File: src/rtl/prog_loader_pkg.sv
// prog_loader_pkg
// Shared definitions for the instruction-memory program loader:
//   - loader FSM state encoding
//   - default inter-byte timeout
//   - helper that tells whether a state accepts stream bytes
package prog_loader_pkg;

  // Default maximum number of cycles allowed between accepted bytes while a
  // frame is open.
  localparam int TIMEOUT_DEFAULT = 1000;

  typedef logic [2:0] state_t;

  localparam logic [2:0] ST_IDLE = 3'd0;
  localparam logic [2:0] ST_LEN  = 3'd1;
  localparam logic [2:0] ST_HI   = 3'd2;
  localparam logic [2:0] ST_LO   = 3'd3;
  localparam logic [2:0] ST_CHK  = 3'd4;
  localparam logic [2:0] ST_DONE = 3'd5;
  localparam logic [2:0] ST_ERR  = 3'd6;

  // States in which a frame is open: the loader takes bytes and the idle-cycle
  // timeout is running.
  function automatic logic is_accepting(input state_t s);
    return (s == ST_LEN) || (s == ST_HI) || (s == ST_LO) || (s == ST_CHK);
  endfunction

endpackage

File: src/rtl/prog_loader_timeout.sv
// loader_timeout
// Idle-cycle counter used while a frame is open. Counts cycles since the last
// clear and flags expiry when TIMEOUT-1 cycles have gone by without one.
// Ports:
//   clk     in   system clock
//   rst     in   synchronous active-high reset
//   run     in   counting enabled (frame open); counter is held at 0 otherwise
//   clear   in   restart the count (byte accepted or state entered)
//   expire  out  count has reached TIMEOUT-1 while running
module loader_timeout
  import prog_loader_pkg::*;
#(
  parameter int TIMEOUT = TIMEOUT_DEFAULT
) (
  input  logic clk,
  input  logic rst,
  input  logic run,
  input  logic clear,
  output logic expire
);

  localparam int CNT_W = (TIMEOUT > 1) ? $clog2(TIMEOUT) : 1;
  localparam logic [CNT_W-1:0] LAST = CNT_W'(TIMEOUT - 1);

  logic [CNT_W-1:0] count;

  // The count saturates at LAST; the FSM leaves the open-frame states as soon
  // as expire is seen, which stops and clears the counter.
  always_ff @(posedge clk) begin
    if (rst) begin
      count <= '0;
    end else if (clear || !run) begin
      count <= '0;
    end else if (count != LAST) begin
      count <= count + CNT_W'(1);
    end
  end

  assign expire = run && (count == LAST);

endmodule

File: src/rtl/prog_loader.sv
// prog_loader
// Writer side of the instruction memory. Receives a framed byte stream
//   LEN, {HI, LO} x LEN, CHK
// over a valid/ready handshake, assembles big-endian 16-bit words, writes them
// to consecutive instruction addresses starting at BASE_ADDR and keeps the CPU
// held until the whole frame has arrived with a matching XOR checksum.
// Ports:
//   clk         in   system clock
//   rst         in   synchronous active-high reset
//   start       in   one-cycle pulse opening a frame (IDLE, DONE or ERR only)
//   byte_valid  in   source presents a byte
//   byte_data   in   stream byte
//   byte_ready  out  loader accepts a byte this cycle
//   imem_we     out  instruction-memory write strobe, one cycle per word
//   imem_addr   out  instruction-memory write address
//   imem_wdata  out  instruction-memory write data
//   cpu_hold    out  keeps the CPU stopped; low only once a frame verified
//   done        out  frame loaded and verified
//   error       out  checksum mismatch or inter-byte timeout
module prog_loader
  import prog_loader_pkg::*;
#(
  parameter int                ADDR_W    = 8,
  parameter logic [ADDR_W-1:0] BASE_ADDR = '0,
  parameter int                TIMEOUT   = TIMEOUT_DEFAULT
) (
  input  logic              clk,
  input  logic              rst,
  input  logic              start,
  input  logic              byte_valid,
  input  logic [7:0]        byte_data,
  output logic              byte_ready,
  output logic              imem_we,
  output logic [ADDR_W-1:0] imem_addr,
  output logic [15:0]       imem_wdata,
  output logic              cpu_hold,
  output logic              done,
  output logic              error
);

  state_t     state;
  state_t     next_state;
  logic [7:0] chk;
  logic [7:0] hi_byte;
  logic [7:0] remaining;
  logic       xfer;
  logic       frame_open;
  logic       expire;
  logic       tmo_clear;

  assign xfer       = byte_valid && byte_ready;
  assign frame_open = is_accepting(state);
  // Restart the idle count on every accepted byte and on every state change.
  assign tmo_clear  = xfer || (next_state != state);

  loader_timeout #(
    .TIMEOUT (TIMEOUT)
  ) u_timeout (
    .clk    (clk),
    .rst    (rst),
    .run    (frame_open),
    .clear  (tmo_clear),
    .expire (expire)
  );

  // Next-state logic. In every open-frame state an accepted byte takes
  // priority over a timeout expiring in the same cycle.
  always_comb begin
    next_state = state;
    case (state)
      ST_IDLE, ST_DONE, ST_ERR: begin
        if (start) next_state = ST_LEN;
      end
      ST_LEN: begin
        if (xfer)        next_state = (byte_data == 8'd0) ? ST_CHK : ST_HI;
        else if (expire) next_state = ST_ERR;
      end
      ST_HI: begin
        if (xfer)        next_state = ST_LO;
        else if (expire) next_state = ST_ERR;
      end
      ST_LO: begin
        if (xfer)        next_state = (remaining > 8'd1) ? ST_HI : ST_CHK;
        else if (expire) next_state = ST_ERR;
      end
      ST_CHK: begin
        if (xfer)        next_state = (byte_data == chk) ? ST_DONE : ST_ERR;
        else if (expire) next_state = ST_ERR;
      end
      default: next_state = ST_IDLE;
    endcase
  end

  // State, registered status outputs and datapath. The status outputs are
  // registered from next_state so they always describe the current state
  // without a combinational path from the inputs.
  always_ff @(posedge clk) begin
    if (rst) begin
      state      <= ST_IDLE;
      byte_ready <= 1'b0;
      imem_we    <= 1'b0;
      imem_addr  <= BASE_ADDR;
      imem_wdata <= '0;
      cpu_hold   <= 1'b1;
      done       <= 1'b0;
      error      <= 1'b0;
      chk        <= '0;
      hi_byte    <= '0;
      remaining  <= '0;
    end else begin
      state      <= next_state;
      byte_ready <= is_accepting(next_state);
      cpu_hold   <= (next_state != ST_DONE);
      done       <= (next_state == ST_DONE);
      error      <= (next_state == ST_ERR);
      imem_we    <= 1'b0;

      // The address presented with a write strobe is the one written; advance
      // afterwards, wrapping naturally at 2^ADDR_W.
      if (imem_we) imem_addr <= imem_addr + ADDR_W'(1);

      case (state)
        ST_IDLE, ST_DONE, ST_ERR: begin
          if (start) begin
            chk       <= '0;
            imem_addr <= BASE_ADDR;
          end
        end
        ST_LEN: begin
          if (xfer) begin
            remaining <= byte_data;
            chk       <= byte_data;
          end
        end
        ST_HI: begin
          if (xfer) begin
            hi_byte <= byte_data;
            chk     <= chk ^ byte_data;
          end
        end
        ST_LO: begin
          if (xfer) begin
            chk        <= chk ^ byte_data;
            imem_we    <= 1'b1;
            imem_wdata <= {hi_byte, byte_data};
            remaining  <= remaining - 8'd1;
          end
        end
        default: ;
      endcase
    end
  end

endmodule
File: config.mk
export PLATFORM = sky130hd
export DESIGN_NAME = prog_loader
export DESIGN_NICKNAME = d
export VERILOG_FILES = /design/src/rtl/prog_loader_pkg.sv /design/src/rtl/prog_loader_timeout.sv /design/src/rtl/prog_loader.sv
export SDC_FILE = /design/constraint.sdc
export NUM_CORES = 1
export LEC_CHECK = 0
export BUFFER_PORTS_ARGS = -buffer_cell sky130_fd_sc_hd__clkbuf_2
export CAP_MARGIN = 20
export CORE_MARGIN = 1.5
export CORE_UTILIZATION = 30
export DETAILED_ROUTE_END_ITERATION = 10
export GPL_ROUTABILITY_DRIVEN = 0
export PLACE_DENSITY_LB_ADDON = 0.08
export SLEW_MARGIN = 20
export SYNTH_ARGS = -nofsm -noshare
export SYNTH_HDL_FRONTEND = slang
export SYNTH_SLANG_ARGS = --single-unit
File: constraint.sdc
create_clock -name clk -period 2.6 [get_ports clk]
set_input_delay 0.39 -clock clk [delete_from_list [all_inputs] [get_ports clk]]
set_output_delay 0.39 -clock clk [all_outputs]
set_load 0.005 [all_outputs]
# Word level (Yosys, flattened, before mapping)
# Index checks and enable logic that the tools add are counted.
# totals
regBits	66
inputBits	12
out_inout_bits	29
wordCells	82
# classes
add_sub_neg	3
n_lt_le_gt_ge	1
n_eq_ne	21
mux	20
n_bitwise	2
reduce_logical	23
# op_table
operator	count
$mux 8	7
$mux 3	8
$pmux 8 s3	1
$eq 3x3->1 const B	6
$pmux 8 s2	1
$pmux 3 s5	1
$eq 3x2->1 const B	4
$add 10x1->10 const B	1
$eq 10x10->1 const B	1
$ne 10x10->1 const B	1
$add 8x1->8 const B	1
$eq 8x8->1	1
$gt 8x1->1 const B	1
$logic_not 8->1	1
$logic_or 1x1->1	8
$sub 8x1->8 const B	1
$xor 8x8->8	1
$eq 3x1->1 const B	2
$ne 2x2->1 const B	3
$reduce_or 2->1	3
$reduce_and 2->1	2
$reduce_and 4->1	1
$logic_not 3->1	1
$ne 3x3->1	1
other kinds (11)	12

# Longest topological paths before layout
# depth
word_depth	12
depth_mapped	8
ltp_nobuf	8

# Cells and area by module
# From an unflattened synthesis, not the netlist that was laid out.
# hier_totals
hier_cells	405
hier_area_um2	3231.8
# modules_own_cells
mod	instances	cells_each	area_each_um2	seq_area_each_um2
prog_loader	1	345	2722.6	1121.1
loader_timeout	1	60	509.2	200.2

# Worst setup path after synthesis
# Ideal clock, no wire load.
# synth_timing
path_kind	flip-flop to flip-flop
from	register u_timeout.count[0]
to	register u_timeout.count[2]
setup_ps	74
arrival_ps	1868
t_required_ps	2526
path_slack_ps	659
stages_incl_launch_ff	8
path_buffers	0
period_less_slack_ps	1941
cell_sequence	dfxtp_1 ha_1 nand2_1 nor4_4 o311a_4 a2111oi_4 o221ai_4 nor3_2
# synth_via
elab_chain_cells	9
elab_cells_between_ends	14
cone_classes	1 x add/sub; 3 x eq/ne; 6 x mux; 4 x reduce/logical
# synth_rtl
item	line	rtl
start, declared	prog_loader_timeout.sv:25	logic [CNT_W-1:0] count;
start signal, assigned	prog_loader_timeout.sv:35	count <= count + CNT_W'(1);
$eq 10x10->1	prog_loader_timeout.sv:39	assign expire = run && (count == LAST);
$logic_and 1x1->1	prog_loader_timeout.sv:39	
$mux 3	--	
$mux 3, on equally long branches	--	
$pmux 3 s5	prog_loader.sv:70	case (state)
$ne 3x3->1	prog_loader.sv:54	assign tmo_clear = xfer || (next_state != state);
$logic_or 1x1->1	prog_loader.sv:54	
$logic_or 1x1->1	prog_loader_timeout.sv:32	end else if (clear || !run) begin
$reduce_or 2->1 (no line)	--	
# Parallel ways exist; a longest one is shown, timed or not.
# A chain may end at the register's enable or synchronous reset.

# Worst setup path after layout
# layout_timing
from	register state[0]
to	register u_timeout.count[9]
# layout_via
elab_chain_cells	12
elab_cells_between_ends	24
cone_classes	7 x eq/ne; 7 x mux; 10 x reduce/logical
# layout_rtl
item	line	rtl
start, declared	prog_loader.sv:41	state_t state;
start signal, assigned	prog_loader.sv:111	state <= next_state;
$eq 3x1->1 / $eq 3x2->1 (equally long branches)	prog_loader_pkg.sv:25, prog_loader.sv:70	
$logic_or 1x1->1 (3 in a row)	prog_loader_pkg.sv:25	return (s == ST_LEN) || (s == ST_HI) || (s == ST_LO) || (s == ST_CHK);
$logic_and 1x1->1	prog_loader_timeout.sv:39	
$mux 3	--	
$mux 3, on equally long branches	--	
$pmux 3 s5	prog_loader.sv:70	
$ne 3x3->1	prog_loader.sv:54	
$logic_or 1x1->1	prog_loader.sv:54	
$logic_or 1x1->1 (*)	prog_loader_timeout.sv:32	
$reduce_or 2->1 (no line) (*)	--	
# Mark *: on every way between the ends. The rest lies on a longest branch, timed or not.

==> flow_summary_export.csv <==
group,metric,value,unit
outcome,status,"complete, no violations",
floorplanning,die_area,11100,um^2
flow_run,cap_violations,0,
worst_setup_path,worst_ep_arrival_time,2.43,ns
cts,holdBufCountCts,0,
power_and_ir_drop,power_density,637,nW/um^2
worst_setup_path,startpoint_type,"register",
layout,syn2layout_area_growth,18.1,%
hold_path,hold_class,"in -> reg",
grt,grt_overflow_total,0,
synthesis,synth.area.mux_share,0.0131,
synthesis,synthXorXnorAreaFrac,0.0752,
drt,viasPerCell,4.71,
cts,cts.sinks,66,
floorplanning,rows,37,
synthesis,synth_edf_count,0,
timing,fmax,452,MHz
power_and_ir_drop,p_sw,0.544,mW
drt,wl,7.72,mm
power_and_ir_drop,ir_drop,0.000290,V
cts,cts_max_level,3,
layout,multi_input_area,1690,um^2
timing,clock_skew,0.00751,ns
synthesis,synth-compound-area-share,0.162,
floorplanning,die_h,105,um
timing,setup_violations,0,
worst_setup_path,end_kind,"register",
synthesis,synth_area_leaders,"dfxtp_1 42%, nand2_1 8.4%, a21oi_1 6.8%, xor2_1 6.7%, nor2_1 5.7%",
grt,grt_use_total,0.149,
drt,wl_per_cell,13.6,um
layout,finalNonFillerCells,568,
floorplanning,core_region_area,10200,um^2
layout,fillers,1096,
synthesis,yosys_register_bits,66,
worst_setup_path,crit_type,"reg -> reg",
layout,regArea,1320,um^2
synthesis,synthSimpleGateAreaFrac,0.270,
power_and_ir_drop,p_seq_frac,0.440,
timing,relSlewSlack,0.603,
timing,holdWs,0.394,ns
synthesis,synth_cell_type_count,52,
cts,clock_latency,0.35,ns
power_and_ir_drop,p_leak,1.42,nW
drt,dr.first_iter.drc_count,104,
grt,grt_pass1_wl,13.0,mm
timing,drv_slew,0,
drt,vias,2675,
synthesis,synth_top_family_by_area,"simple AND/OR/NAND/NOR gates",
synthesis,synth_fa_ha_area_frac,0.0159,
floorplanning,initial_utilization,0.307,
synthesis,postSynthNetCount,411,
worst_setup_path,crit_buf_inv,1,
timing,min_period,2.21,ns
synthesis,yosysTopAreaCell,"dfxtp_1",
timing,hold_viol,0,
synthesis,synthArstFlopShare,0,
grt,grt_max_degree,36,
placement,hpwlAfterDp,5.37,mm
cts,clk_pin_slew,0.07,ns
synthesis,yosysWarnings,0,
cts,cts-root-buf,"clkbuf_8",
cts,cts_tree,"done",
grt,grt_pass1_vias,2542,
drt,drc,0,
floorplanning,die-width,105,um
placement,io_buffers,40,
worst_setup_path,worstPathMaxFanout,13,
cts,post_cts_buffers,0,
layout,final_layout_size_suffix_gt1_frac,0.174,
cts,clockBufferDepth,2,
floorplanning,ioPinCount,41,
worst_setup_path,crit_chain,"nand2b_4 -> or2b_2 -> o22ai_1 -> a311oi_1 -> buf_4 -> o221ai_4 -> nor2_1",
worst_setup_path,worstPathRequired,2.82,ns
timing,rsz0062_at_grt,"false",
layout,diodes,0,
timing,fin_crit_sh,0.850,
synthesis,synth_flop_cell,"dfxtp_1",
power_and_ir_drop,clkPwrFrac,0.487,
worst_setup_path,cpLargestDelayFamily,"flip-flops",
timing,worst_pin_slew,0.595,ns
worst_setup_path,max_stage_delay,0.70,ns
placement,placed_cells_incl_taps,552,
layout,post-route-util,0.363,
synthesis,syn_area,3150,um^2
power_and_ir_drop,power_frac_comb,0.073,
synthesis,yosysSeqAreaShare,0.420,
synthesis,postSynthAreaPerCell,7.96,um^2
drt,ant_nets,0,
synthesis,synthCells,395,
cts,cts-resized-gates,0,
power_and_ir_drop,power.internal,1.82,mW
timing,setup_tns,0,ns
power_and_ir_drop,swShare,0.230,
cts,cts_made_buffers,9,
drt,dr.pass1.iters,4,
worst_setup_path,cpMaxStageDelayCell,"dfxtp_1",
layout,nets,443,
grt,antenna_found_initial,0,
synthesis,synth_top_area_frac,0.420,
[power by group through the flow]
| stage | logic [mW] | clock network (mW) | registers (mW) |
|---|---|---|---|
| after global routing | 0.195 | 1.23 | 1.04 |
| after floorplan | 0.138 | 0 | 1.06 |
| final | 0.173 | 1.15 | 1.04 |
| after CTS | 0.176 | 1.19 | 1.04 |
| after detailed placement | 0.175 | 0 | 1.07 |
| after global placement | 0.176 | 0 | 1.07 |
[worst reg2reg max path: stages (launching register included)]
cell and delay [ns]:
dfxtp_1 0.70, nand2b_4 0.13, or2b_2 0.40, o22ai_1 0.20
a311oi_1 0.06, buf_4 0.18, o221ai_4 0.32, nor2_1 0.10
[cell usage after synthesis (2+ instances only)]
library cell / number
inv_1: 5
mux2i_1: 3
xor2_1: 24
or3_1: 2
nand4_1: 4
nand2_1: 70
and2_1: 2
dfxtp_1: 66
nand2b_1: 3
buf_6: 2
o21ai_0: 25
nand3b_1: 2
nor4_1: 3
nor3_2: 2
clkbuf_1: 21
o221ai_1: 2
a21oi_1: 43
xnor2_1: 3
and3_1: 7
nand3_1: 18
ha_1: 4
nor2_1: 48
nor3_1: 5
or2_2: 2
nor2b_1: 2
[cells in the final DEF (no fill, tap or decap), types with 2 or more instances in the layout]
master	instances
nand2_1	70
dfxtp_1	66
nor2_1	48
a21oi_1	43
clkbuf_2	40
o21ai_0	25
xor2_1	24
nand3_1	18
clkbuf_8	9
and3_1	7
buf_4	7
inv_1	5
nor3_1	5
nand4_1	4
ha_1	4
bufinv_16	4
nand2b_1	3
nor4_1	3
mux2i_1	3
xnor2_1	3
or2_2	2
and2_1	2
nand3b_1	2
nor2b_1	2
or3_1	2
o221ai_1	2
nor3_2	2
[final cells by class]
type / instances / share of cell area
multi-input combinational: 298 / 0.454
sequential: 66 / 0.356
timing repair buffer: 47 / 0.0680
tap: 136 / 0.0458
clock inverter: 6 / 0.0367
clock buffer: 10 / 0.0344
inverter: 5 / 0.00505
[sequential cells by signal, summed over array words and instances (netlist names)]
name / cells
byte_ready: 1
chk: 8
cpu_hold: 1
done: 1
error: 1
hi_byte: 8
imem_addr: 8
imem_wdata: 16
imem_we: 1
remaining: 8
state: 3
u_timeout.count: 10
[cells by family (layout without fill, tap and decap cells)]
| group | count (synthesis) | count (layout) |
|---|---|---|
| buffers and inverters | 31 | 68 |
| xor gates and xnor gates | 27 | 27 |
| adders and majority gates | 4 | 4 |
| and+or+nand+nor | 180 | 180 |
| DFF | 66 | 66 |
| AOI/OAI and AO/OA | 83 | 83 |
| muxes | 4 | 4 |
[metrics by stage]
stage,setup slack (ns),power [mW],cell area [um^2]
detailed placement,0.373,1.24,3450
global placement,0.429,1.24,3450
floorplan,0.659,1.19,3150
global route,0.210,2.47,3710
CTS,0.364,2.41,3710
finish,0.390,2.37,3710
[final timing paths]
path,from,endpoint,slack [ns],cells past startpoint
worst max-delay path,state[0],u_timeout.count[9],0.39,7
worst min register to register,hi_byte[6],imem_wdata[14],0.45,2
worst min-delay path,byte_data[4],imem_wdata[4],0.39,3
worst max register to register,state[0],u_timeout.count[9],0.39,7
[metal layers]
metal  vias to the layer above  part of all wire  track usage
li1                       1394                 -            -
met1                      1229              0.50        0.197
met2                        44              0.46        0.239
met3                         8             0.034       0.0353
met4                         0             0.012       0.0519
met5                         -                 0            0
Note: power is estimated with default switching activity, not from simulation.
